## config.mk

```make
export PLATFORM = sky130hd
export DESIGN_NAME = instr_prefetch_buffer_flat
export DESIGN_NICKNAME = d
export VERILOG_FILES = /design/src/rtl/pipeline_pkg.sv /design/src/rtl/instr_prefetch_buffer_if.sv /design/src/rtl/instr_prefetch_buffer_byte_fifo.sv /design/src/rtl/instr_prefetch_buffer.sv /design/src/flat_wrapper.sv
export SDC_FILE = /design/constraint.sdc
export NUM_CORES = 1
export LEC_CHECK = 0
export ABC_AREA = 1
export BUFFER_PORTS_ARGS = -buffer_cell sky130_fd_sc_hd__buf_2
export CORE_MARGIN = 2
export CORE_UTILIZATION = 25
export DETAILED_ROUTE_END_ITERATION = 12
export PLACE_DENSITY = 0.46
export SKIP_CTS_REPAIR_TIMING = 1
export SLEW_MARGIN = 20
export SYNTH_ARGS = -nofsm -noshare
export SYNTH_HDL_FRONTEND = slang
export SYNTH_HIERARCHICAL = 1
export SYNTH_SLANG_ARGS = --single-unit
```

## constraint.sdc

```tcl
create_clock -name clk -period 5.5 [get_ports clk]
set_input_delay 0.55 -clock clk [delete_from_list [all_inputs] [get_ports clk]]
set_output_delay 0.55 -clock clk [all_outputs]
set_load 0.02 [all_outputs]
```

## src/rtl/pipeline_pkg.sv

```systemverilog
// Shared front-end pipeline definitions: instruction/word sizing, prefetch
// buffer state encoding and a consume-length validity helper.
package pipeline_pkg;

  localparam int unsigned INSTR_MAX_BYTES = 5;
  localparam int unsigned WORD_BYTES      = 4;
  localparam int unsigned WORD_W          = 8 * WORD_BYTES;

  typedef logic [WORD_W-1:0]            word_t;
  typedef logic [8*INSTR_MAX_BYTES-1:0] instr_t;

  // Prefetch buffer states (legacy-compatible encoding)
  localparam logic [0:0] ST_RUN   = 1'b0;
  localparam logic [0:0] ST_FLUSH = 1'b1;

  // A consume length is meaningful only in 1..INSTR_MAX_BYTES
  function automatic logic len_ok(input logic [2:0] len);
    return (len != 3'd0) && (len <= 3'(INSTR_MAX_BYTES));
  endfunction

endpackage

```

## src/rtl/instr_prefetch_buffer_if.sv

```systemverilog
// Prefetch buffer bus bundle.
//   memory side : mem_req_valid/addr/ready (request), mem_rsp_valid/data (in-order response)
//   fetch side  : out_valid/instr/pc (head of queue), consume/consume_len,
//                 redirect/redirect_pc (taken jump), halt (stop new requests)
// master = prefetch buffer, slave = memory + fetch/execute environment.
interface instr_prefetch_buffer_if;
  import pipeline_pkg::*;

  logic       mem_req_valid;
  word_t      mem_req_addr;
  logic       mem_req_ready;
  logic       mem_rsp_valid;
  word_t      mem_rsp_data;
  logic       out_valid;
  instr_t     out_instr;
  word_t      out_pc;
  logic       consume;
  logic [2:0] consume_len;
  logic       redirect;
  word_t      redirect_pc;
  logic       halt;

  modport master (
    output mem_req_valid, mem_req_addr, out_valid, out_instr, out_pc,
    input  mem_req_ready, mem_rsp_valid, mem_rsp_data,
           consume, consume_len, redirect, redirect_pc, halt
  );

  modport slave (
    input  mem_req_valid, mem_req_addr, out_valid, out_instr, out_pc,
    output mem_req_ready, mem_rsp_valid, mem_rsp_data,
           consume, consume_len, redirect, redirect_pc, halt
  );
endinterface

```

## src/rtl/instr_prefetch_buffer_byte_fifo.sv

```systemverilog
// byte_fifo: circular byte storage for the prefetch buffer.
//   clk, rst        : clock, async active-low reset (pointers only)
//   clr_i           : empty the queue; read pointer restarts at clr_skip_i so
//                     the leading bytes of the next pushed word are skipped
//   push_i/data     : append one little-endian word (4 bytes)
//   pop_i/pop_len_i : advance head by 1..5 bytes
//   peek_o          : 5 bytes starting at head, head byte in [7:0]
// Occupancy is tracked by the parent; pointers wrap modulo DEPTH_BYTES.
module byte_fifo
  import pipeline_pkg::*;
#(
  parameter int unsigned DEPTH_BYTES = 16,
  parameter logic [1:0]  RESET_SKIP  = 2'b00
) (
  input  logic       clk,
  input  logic       rst,
  input  logic       clr_i,
  input  logic [1:0] clr_skip_i,
  input  logic       push_i,
  input  word_t      push_data_i,
  input  logic       pop_i,
  input  logic [2:0] pop_len_i,
  output instr_t     peek_o
);

  localparam int unsigned PW = $clog2(DEPTH_BYTES);

  logic [PW-1:0] rd_ptr_q, wr_ptr_q;
  logic [7:0]    mem_q [DEPTH_BYTES];

  always_ff @(posedge clk or negedge rst) begin
    if (!rst) begin
      wr_ptr_q <= '0;
      rd_ptr_q <= PW'(RESET_SKIP);
    end else if (clr_i) begin
      wr_ptr_q <= '0;
      rd_ptr_q <= PW'(clr_skip_i);
    end else begin
      if (push_i) wr_ptr_q <= wr_ptr_q + PW'(WORD_BYTES);
      if (pop_i)  rd_ptr_q <= rd_ptr_q + PW'(pop_len_i);
    end
  end

  always_ff @(posedge clk) begin
    if (push_i && !clr_i) begin
      for (int unsigned i = 0; i < WORD_BYTES; i++) begin
        mem_q[wr_ptr_q + PW'(i)] <= push_data_i[8*i +: 8];
      end
    end
  end

  always_comb begin
    peek_o = '0;
    for (int unsigned i = 0; i < INSTR_MAX_BYTES; i++) begin
      peek_o[8*i +: 8] = mem_q[rd_ptr_q + PW'(i)];
    end
  end

endmodule

```

## src/rtl/instr_prefetch_buffer.sv

```systemverilog
// instr_prefetch_buffer: fetches aligned words from instruction memory into a
// byte queue and presents the next 5 bytes to the decoder.
//   clk  : clock, rising edge
//   rst  : asynchronous active-low reset
//   bus  : instr_prefetch_buffer_if.master (memory request/response,
//          out_valid/out_instr/out_pc, consume, redirect, halt)
// A redirect empties the queue; requests already in flight at that point are
// counted as stale and their responses are dropped in FLUSH.
module instr_prefetch_buffer
  import pipeline_pkg::*;
#(
  parameter int unsigned DEPTH_BYTES     = 16,
  parameter int unsigned MAX_OUTSTANDING = 2,
  parameter logic [31:0] RESET_PC        = 32'h0
) (
  input logic clk,
  input logic rst,
  instr_prefetch_buffer_if.master bus
);

  localparam int unsigned CW = $clog2(DEPTH_BYTES) + 1;
  localparam int unsigned OW = $clog2(MAX_OUTSTANDING + 1);

  logic [0:0]    state_q, state_d;
  logic [CW-1:0] count_q, count_d;
  logic [OW-1:0] outst_q, outst_d;
  logic [OW-1:0] stale_q, stale_d;
  logic          req_valid_q, req_valid_d;
  word_t         req_addr_q, req_addr_d;
  word_t         out_pc_q, out_pc_d;
  logic [1:0]    drop_q, drop_d;

  logic   out_valid;
  logic   acc, rsp_take, push, pop;
  instr_t peek;

  assign out_valid = (count_q >= CW'(INSTR_MAX_BYTES));
  assign acc       = req_valid_q && bus.mem_req_ready;
  // Responses with nothing in flight (e.g. left over from before reset) are ignored
  assign rsp_take  = bus.mem_rsp_valid && (outst_q != '0);
  assign push      = rsp_take && (state_q == ST_RUN) && (stale_q == '0) && !bus.redirect;
  assign pop       = bus.consume && out_valid && len_ok(bus.consume_len) && !bus.redirect;

  always_comb begin
    state_d     = state_q;
    count_d     = count_q;
    outst_d     = outst_q + OW'(acc) - OW'(rsp_take);
    stale_d     = stale_q;
    req_valid_d = req_valid_q;
    req_addr_d  = req_addr_q;
    out_pc_d    = out_pc_q;
    drop_d      = drop_q;

    if (bus.redirect) begin
      // Everything still in flight after this cycle belongs to the old stream
      count_d     = '0;
      out_pc_d    = bus.redirect_pc;
      drop_d      = bus.redirect_pc[1:0];
      stale_d     = outst_d;
      state_d     = (outst_d != '0) ? ST_FLUSH : ST_RUN;
      req_addr_d  = {bus.redirect_pc[31:2], 2'b00};
      req_valid_d = 1'b0;
    end else begin
      if (pop) begin
        count_d  = count_d - CW'(bus.consume_len);
        out_pc_d = out_pc_q + 32'(bus.consume_len);
      end
      if (push) begin
        // First word after a redirect contributes only the bytes at/after the target
        count_d = count_d + CW'(3'd4 - {1'b0, drop_q});
        drop_d  = 2'b00;
      end
      if ((state_q == ST_FLUSH) && rsp_take) begin
        stale_d = stale_q - OW'(1);
        if (stale_d == '0) state_d = ST_RUN;
      end
      if (acc) req_addr_d = req_addr_q + 32'd4;

      if (req_valid_q && !bus.mem_req_ready) begin
        req_valid_d = 1'b1;
      end else begin
        // Reserve queue space for every in-flight word plus the new one
        req_valid_d = (state_d == ST_RUN) && !bus.halt &&
                      (32'(outst_d) < MAX_OUTSTANDING) &&
                      ((32'(count_d) + 32'd4 * (32'(outst_d) + 32'd1)) <= DEPTH_BYTES);
      end
    end
  end

  always_ff @(posedge clk or negedge rst) begin
    if (!rst) begin
      state_q     <= ST_RUN;
      count_q     <= '0;
      outst_q     <= '0;
      stale_q     <= '0;
      req_valid_q <= 1'b0;
      req_addr_q  <= {RESET_PC[31:2], 2'b00};
      out_pc_q    <= RESET_PC;
      drop_q      <= RESET_PC[1:0];
    end else begin
      state_q     <= state_d;
      count_q     <= count_d;
      outst_q     <= outst_d;
      stale_q     <= stale_d;
      req_valid_q <= req_valid_d;
      req_addr_q  <= req_addr_d;
      out_pc_q    <= out_pc_d;
      drop_q      <= drop_d;
    end
  end

  byte_fifo #(
    .DEPTH_BYTES (DEPTH_BYTES),
    .RESET_SKIP  (RESET_PC[1:0])
  ) u_fifo (
    .clk         (clk),
    .rst         (rst),
    .clr_i       (bus.redirect),
    .clr_skip_i  (bus.redirect_pc[1:0]),
    .push_i      (push),
    .push_data_i (bus.mem_rsp_data),
    .pop_i       (pop),
    .pop_len_i   (bus.consume_len),
    .peek_o      (peek)
  );

  assign bus.mem_req_valid = req_valid_q;
  assign bus.mem_req_addr  = req_addr_q;
  assign bus.out_valid     = out_valid;
  assign bus.out_instr     = out_valid ? peek : '0;
  assign bus.out_pc        = out_pc_q;

endmodule

```

## src/flat_wrapper.sv

```systemverilog
// flat-port wrapper written by rule: the top's interface ports become plain ports
module instr_prefetch_buffer_flat import pipeline_pkg::*;
#(
  parameter int unsigned DEPTH_BYTES     = 16,
  parameter int unsigned MAX_OUTSTANDING = 2,
  parameter logic [31:0] RESET_PC        = 32'h0
)
  (clk, rst, bus_mem_req_valid, bus_mem_req_addr, bus_out_valid, bus_out_instr, bus_out_pc, bus_mem_req_ready, bus_mem_rsp_valid, bus_mem_rsp_data, bus_consume, bus_consume_len, bus_redirect, bus_redirect_pc, bus_halt);
  instr_prefetch_buffer_if bus_i ();
  input logic clk;
  input logic rst;
  output wire logic [$bits(bus_i.mem_req_valid)-1:0] bus_mem_req_valid;
  output wire logic [$bits(bus_i.mem_req_addr)-1:0] bus_mem_req_addr;
  output wire logic [$bits(bus_i.out_valid)-1:0] bus_out_valid;
  output wire logic [$bits(bus_i.out_instr)-1:0] bus_out_instr;
  output wire logic [$bits(bus_i.out_pc)-1:0] bus_out_pc;
  input wire logic [$bits(bus_i.mem_req_ready)-1:0] bus_mem_req_ready;
  input wire logic [$bits(bus_i.mem_rsp_valid)-1:0] bus_mem_rsp_valid;
  input wire logic [$bits(bus_i.mem_rsp_data)-1:0] bus_mem_rsp_data;
  input wire logic [$bits(bus_i.consume)-1:0] bus_consume;
  input wire logic [$bits(bus_i.consume_len)-1:0] bus_consume_len;
  input wire logic [$bits(bus_i.redirect)-1:0] bus_redirect;
  input wire logic [$bits(bus_i.redirect_pc)-1:0] bus_redirect_pc;
  input wire logic [$bits(bus_i.halt)-1:0] bus_halt;
  assign bus_mem_req_valid = bus_i.mem_req_valid;
  assign bus_mem_req_addr = bus_i.mem_req_addr;
  assign bus_out_valid = bus_i.out_valid;
  assign bus_out_instr = bus_i.out_instr;
  assign bus_out_pc = bus_i.out_pc;
  assign bus_i.mem_req_ready = bus_mem_req_ready;
  assign bus_i.mem_rsp_valid = bus_mem_rsp_valid;
  assign bus_i.mem_rsp_data = bus_mem_rsp_data;
  assign bus_i.consume = bus_consume;
  assign bus_i.consume_len = bus_consume_len;
  assign bus_i.redirect = bus_redirect;
  assign bus_i.redirect_pc = bus_redirect_pc;
  assign bus_i.halt = bus_halt;
  instr_prefetch_buffer #(.DEPTH_BYTES(DEPTH_BYTES), .MAX_OUTSTANDING(MAX_OUTSTANDING), .RESET_PC(RESET_PC)) u_core (.clk(clk), .rst(rst), .bus(bus_i));
endmodule
```

### Word-level counts from Yosys, hierarchy flattened

Memory sizes are Yosys's and may differ from the RTL's.
Index checks and enable logic that the tools add are counted.

| storage, ports and cells | value |
|---|---|
| register bits after elaboration | 85 |
| bits in writable memories | 128 |
| input port bits | 74 |
| output and inout port bits | 106 |
| word-level logic and storage cells | 90 |
| memories kept | 1 |

| cells by class | value |
|---|---|
| $add $sub $neg | 19 |
| $lt $le $gt $ge | 4 |
| multiplexer cells | 27 |
| bitwise logic cells | 2 |
| reduce and logical (&&, ||, !) cells | 27 |

Memories:

| memory | words | width | rd ports | clocked after Yosys merged registers in | write ports | line | text |
|---|---|---|---|---|---|---|---|
| u_core.u_fifo.mem_q | 16 | 8 | 5 | 0 | 4 | instr_prefetch_buffer_byte_fifo.sv:29 | `logic [7:0] mem_q [DEPTH_BYTES];` |

Operators by type and width:

| cell | number |
|---|---|
| $mux 32 | 4 |
| $mux 40 | 1 |
| $add 32x3->32 | 1 |
| $add 32x3->32 const B | 1 |
| $add 5x32->32 | 1 |
| $le 32x5->1 const B | 1 |
| $mux 5 | 5 |
| $add 4x2->4 const B | 4 |
| $mux 4 | 4 |
| $logic_and 1x1->1 | 15 |
| $reduce_bool 2->1 | 6 |
| $mux 1 | 9 |
| $add 4x1->4 const B | 2 |
| $add 4x3->4 const B | 2 |
| $mux 2 | 4 |
| $add 5x5->5 | 1 |
| $ge 5x3->1 const B | 1 |
| $sub 5x3->5 | 1 |
| $add 4x3->4 | 1 |
| $logic_not 2->1 | 2 |
| $sub 3x2->4 const A | 1 |
| $add 2x1->3 const B | 1 |
| $le 3x3->1 const B | 1 |
| $logic_not 1->1 | 3 |
| 6 further kinds | 7 |

### Longest topological paths before layout

| logic depth | value |
|---|---|
| word-level depth | 14 |
| depth in mapped cells | 21 |
| gate-level depth less buffers | 21 |

### Hierarchy

Netlist, hierarchy kept.

By module, submodules not included:

| module | instances | cells an instance | area each (sq um) | sequential area each (sq um) |
|---|---|---|---|---|
| byte_fifo | 1 | 1278 | 9211.3 | 3993.8 |
| instr_prefetch_buffer | 1 | 805 | 5768.0 | 1876.8 |

### Worst setup path before layout

No wires, ideal clock.

| path | value |
|---|---|
| path type | input to register |
| from | input bus_consume_len[1] |
| to | register u_core.req_valid_q (netlist: u_core/bus.mem_req_valid) |
| setup time | 79 ps |
| data arrival time | 3119 ps |
| required time | 5421 ps |
| setup slack | 2302 ps |
| stages on the path | 18 |
| path buffers | 0 |
| cell sequence | inv_1 -> fa_1 -> xnor2_1 -> nand4_1 -> nand2_2 -> inv_1 -> ha_1 -> a21oi_1 -> nand2_1 -> nand3b_1 -> nand2_2 -> fa_1 -> inv_1 -> nor2_1 -> nand3_1 -> nand2_1 -> nand2_1 -> a21oi_1 |

| between the ends | value |
|---|---|
| word-level cells in the longest chain between the ends | 14 |
| elaborated cells between the ends (all ways) | 16 |
| those cells by class | 3 x add/sub; 2 x order compare; 6 x mux; 5 x reduce/logical |

Ends and longest elaborated chain:

| element | line | text |
|---|---|---|
| from (decl) | flat_wrapper.sv:21 | `input wire logic [$bits(bus_i.consume_len)-1:0] bus_consume_len;` |
| $le 3x3->1 / $reduce_bool 3->1 (equally long branches) | pipeline_pkg.sv:18 | `return (len != 3'd0) && (len <= 3'(INSTR_MAX_BYTES));` |
| $logic_and 1x1->1 | pipeline_pkg.sv:18 |  |
| $logic_and 1x1->1 (2 in series) | instr_prefetch_buffer.sv:42 | `assign pop = bus.consume && out_valid && len_ok(bus.consume_len) && !bus.redirect;` |
| $mux 5 * | instr_prefetch_buffer.sv:64 | `if (pop) begin` |
| $mux 5 * | instr_prefetch_buffer.sv:54 | `if (bus.redirect) begin` |
| $add 5x5->5 | instr_prefetch_buffer.sv:70 | `count_d = count_d + CW'(3'd4 - {1'b0, drop_q});` |
| $mux 5 * | instr_prefetch_buffer.sv:68 | `if (push) begin` |
| $mux 5 * | instr_prefetch_buffer.sv:54 |  |
| $add 5x32->32 * | instr_prefetch_buffer.sv:85 | `((32'(count_d) + 32'd4 * (32'(outst_d) + 32'd1)) <= DEPTH_BYTES);` |
| $le 32x5->1 * | instr_prefetch_buffer.sv:85 |  |
| $logic_and 1x1->1 * | instr_prefetch_buffer.sv:84 | `(32'(outst_d) < MAX_OUTSTANDING) &&` |
| $mux 1 * | instr_prefetch_buffer.sv:79 | `if (req_valid_q && !bus.mem_req_ready) begin` |
| $mux 1 * | instr_prefetch_buffer.sv:54 |  |
| net u_core.req_valid_d | instr_prefetch_buffer.sv:28 | `logic req_valid_q, req_valid_d;` |
| to (signal assigned) | instr_prefetch_buffer.sv:105 | `req_valid_q <= req_valid_d;` |
| to (decl) | instr_prefetch_buffer.sv:28 |  |

The timed path passes the listed nets; every way through them passes the cells marked *. The select of a mux whose other input is x is not followed.
A chain may end at the register's enable or synchronous reset.

### Final worst setup path

| path | value |
|---|---|
| from | register u_core.u_fifo.rd_ptr_q[0] |
| to | output bus_out_instr[29] |

| between the ends | value |
|---|---|
| word-level cells in the longest chain between the ends | 3 |

Ends and longest elaborated chain:

| element | line | text |
|---|---|---|
| from (decl) | instr_prefetch_buffer_byte_fifo.sv:28 | `logic [PW-1:0] rd_ptr_q, wr_ptr_q;` |
| from (signal assigned) | instr_prefetch_buffer_byte_fifo.sv:34 | `rd_ptr_q <= PW'(RESET_SKIP);` |
| from (signal assigned) | instr_prefetch_buffer_byte_fifo.sv:37 | `rd_ptr_q <= PW'(clr_skip_i);` |
| from (signal assigned) | instr_prefetch_buffer_byte_fifo.sv:40 | `if (pop_i) rd_ptr_q <= rd_ptr_q + PW'(pop_len_i);` |
| $add 4x2->4 | instr_prefetch_buffer_byte_fifo.sv:55 | `peek_o[8*i +: 8] = mem_q[rd_ptr_q + PW'(i)];` |
| $mem_v2 16x8 | - |  |
| net u_core.peek[29] | instr_prefetch_buffer.sv:35 | `instr_t peek;` |
| $mux 40 | instr_prefetch_buffer.sv:130 | `assign bus.out_instr = out_valid ? peek : '0;` |
| to (decl) | flat_wrapper.sv:15 | `output wire logic [$bits(bus_i.out_instr)-1:0] bus_out_instr;` |

The timed path passes the listed nets, and every way through them passes these cells.

==> flow_summary.yaml <==
logic_synthesis:
  synth_warnings: 6
  ys_seq_area_frac: 0.3919
  async_reset_ff_frac: 0.3876
  ys.flop_type: "edfxtp_1"
  synth_edf_count: 128
  ys_seq_elements: 209
  syn-cell-area_um2: 14980
  yosysUniqueCellTypes: 53
  synthCells: 2083
  avgSynthCellArea_um2: 7.191
routing:
  wl_mm: 60.24
  num_vias: 15380
  vias_per_cell: 5.136
  dr.pass1.iters: 6
  drtAntennaViolNets: 0
  drt-wirelength-per-cell_um: 20.12
  drt-initial-drc-count: 1481
  route.detailed.drc: 0
status:
  status: "finished clean"
timing:
  skew_ns: 0.02036
  layout_min_cycle_time_ns: 4.518
  whs_ns: 0.2478
  rsz0062_at_grt: "false"
  maxSlewHeadroom: 0.2173
  finalSetupViolCount: 0
  setup-tns-final_ns: 0
  finalMaxSlewViolations: 0
  max_clock_freq_mhz: 221.4
  worstMarginPinSlew_ns: 1.173
  fin_crit_sh: 0.8214
  hold_viol_final: 0
layout:
  nNetsFinal: 2310
  fin_util: 0.2932
  drive_gt1_frac: 0.1392
  syn2layout_area_growth_pct: 15.72
  stdcell_count: 2994
  design_area_um2: 17330
  fillers: 6440
grt:
  overflow: 0
  grt_max_degree: 69
  antenna_found_initial: 3
  grt_pass1_wl_mm: 91.26
  gr-usage-all-layers: 0.1904
  first_global_vias: 15070
power_and_ir_drop:
  p_leak_nw: 7.944
  cellPowerDensity_nw_per_um2: 300.2
  irDropWorstVdd_mv: 0.1978
clock_network:
  cts_tree: "yes"
  ctsLongestPathBuffers: 3
  cts_root_buffer: "clkbuf_16"
  htree_num_levels: 1
  cts_made_buffers: 26
  clkSinkCount: 209
  path_clk_slew_ns: 0.06
  clk_latency_ns: 0.55
floorplan:
  die_h_um: 248.8
  start_util: 0.2533
  die_w_um: 248.8
  pin_count: 180
  rows: 89
  die_area_um2: 61890
  design.core.area_um2: 59130
worst_setup_path:
  path_common_cell: "nand2_1"
  startpoint_type: "flop"
  cp_data_required_time_ns: 4.95
  path_buf_inv: 4
  critical-path-max-stage-delay_ns: 0.72
  critPathTopFamily: "buffers and inverters"
  r2r_start: "u_core/count_q[0]"
  path_cells: "clkinv_2, ha_2, buf_4, nand3_1, nand3_1, nand2_1, nand2_1, nand2_1, inv_1, nor2_1, buf_2"
  critPathKind: "reg2out"
  cp-startpoint: "u_core/u_fifo/rd_ptr_q[0]"
  end_kind: "primary output"
  critPathMaxFanout: 68
  cp.arrival_ns: 3.97
  slowest_stage: "clkinv_2"
place:
  port_buffers: 177
  dpl_cell_area_um2: 16500
  place_inst: 2944
  dp_hpwl_mm: 43.23
  routabilityCongestion: 0.9173
worst_hold_path:
  min_from: "bus_redirect_pc[1]"
  hp-class: "in2reg"
run:
  maxCapViolCount: 0
-- metrics by stage --
stage	total power, W	setup WS (ns)
after floorplan	0.003034	2.302
after global placement	0.003516	1.711
after detailed placement	0.003533	1.661
after CTS	0.005244	1.051
after global routing	0.005529	0.7800
final	0.005203	0.9825
-- cells in the mapped netlist (all sizes together) (23+ instances only) --
cell type,count,area [um2]
buf,61,309.1
clkbuf,47,176.4
dfrtp,81,2027
edfxtp,128,3844
ha,31,387.9
inv,185,696.9
nand2,655,2516
nand3,469,2385
nand4,34,225.2
nor2,108,474.2
nor3,24,171.4
o211ai,23,172.7
o21ai,123,619.3
xor2,37,324.1
-- logic make-up after synthesis --
logic type	count (synthesis)	synth area share
flops	209	0.3919
compound gates	187	0.07334
xor+xnor	48	0.02807
buf+inv	294	0.07918
other cells	1	0.0002503
simple gates	1308	0.3947
fa+ha+maj	36	0.03258
-- worst register-to-register path, stage by stage (launching register included) --
cell      delay (ns)
dfrtp_1         0.41
inv_1           0.07
ha_1            0.13
inv_1           0.06
fa_1            0.40
xnor2_1         0.20
nand4_1         0.18
nand2_2         0.14
inv_1           0.07
ha_1            0.28
a21oi_1         0.16
nand2_1         0.09
nand3b_1        0.10
nand2_2         0.10
fa_1            0.55
inv_1           0.04
nor2_1          0.07
nand3_1         0.08
nand2_1         0.06
nand2_1         0.06
a21oi_1         0.12
-- placed cells by master, fill, tap and decap left out, drive strengths merged, types with 24 or more instances in the layout --
master / synthesis / final
nor3: 24 / 24
xor2: 37 / 37
inv: 185 / 184
nand2: 655 / 655
dfrtp: 81 / 81
o21ai: 123 / 123
nand3: 469 / 469
clkbuf: 47 / 29
nor2: 108 / 108
ha: 31 / 31
buf: 61 / 195
nand4: 34 / 34
edfxtp: 128 / 128
-- power breakdown --
group | switching [W] | leakage, nW | internal, W
combinational | 0.00113 | 5.39 | 0.000504
sequential | 0.000118 | 2.14 | 0.00178
clock | 0.000696 | 0.411 | 0.000980
-- sequential cells by signal, indices dropped and copies added (netlist names) --
name and flops:
u_core/outst_q 2, u_core/drop_q 2, u_core/u_fifo/mem_q 128, u_core/stale_q 2
u_core/bus.out_pc 32, u_core/u_fifo/wr_ptr_q 2, u_core/u_fifo/rd_ptr_q 4, u_core/bus.mem_req_valid 1
u_core/bus.mem_req_addr 30, u_core/count_q 5, u_core/state_q 1
-- final timing paths --
| check | slack (ns) | endpoint | cells after the start |
|---|---|---|---|
| worst max register to register | 2.05 | u_core/bus.mem_req_valid | 20 |
| min in group asynchronous | 0.47 | u_core/count_q[4] | 2 |
| worst min-delay path | 0.25 | u_core/u_fifo/rd_ptr_q[1] | 3 |
| worst max-delay path | 0.98 | bus_out_instr[29] | 11 |
| max in group asynchronous | 3.84 | u_core/u_fifo/rd_ptr_q[0] | 3 |
| worst min register to register | 0.54 | u_core/bus.out_pc[31] | 2 |
-- routing by layer --
layer  wire (um)  up-vias  track usage
met2       27330      692       0.3102
met1       25450     7314       0.2486
met4        2232        4      0.06823
met5          18        -            0
met3        5214      116      0.04033
li1            -     7250            -
-- final cells by class --
cell class              instances  area (um2)  area share
multi-input cells            1581        7931      0.4576
flip-flops and latches        209        5876      0.3390
repair buffers                196        1033     0.05962
well taps                     773       967.2     0.05580
inverters                     186       701.9     0.04049
clock buffers                  29       683.2     0.03941
clock inverters                19       138.9    0.008012
diodes                          1       2.502   0.0001444
(Power assumes the default switching activity.)
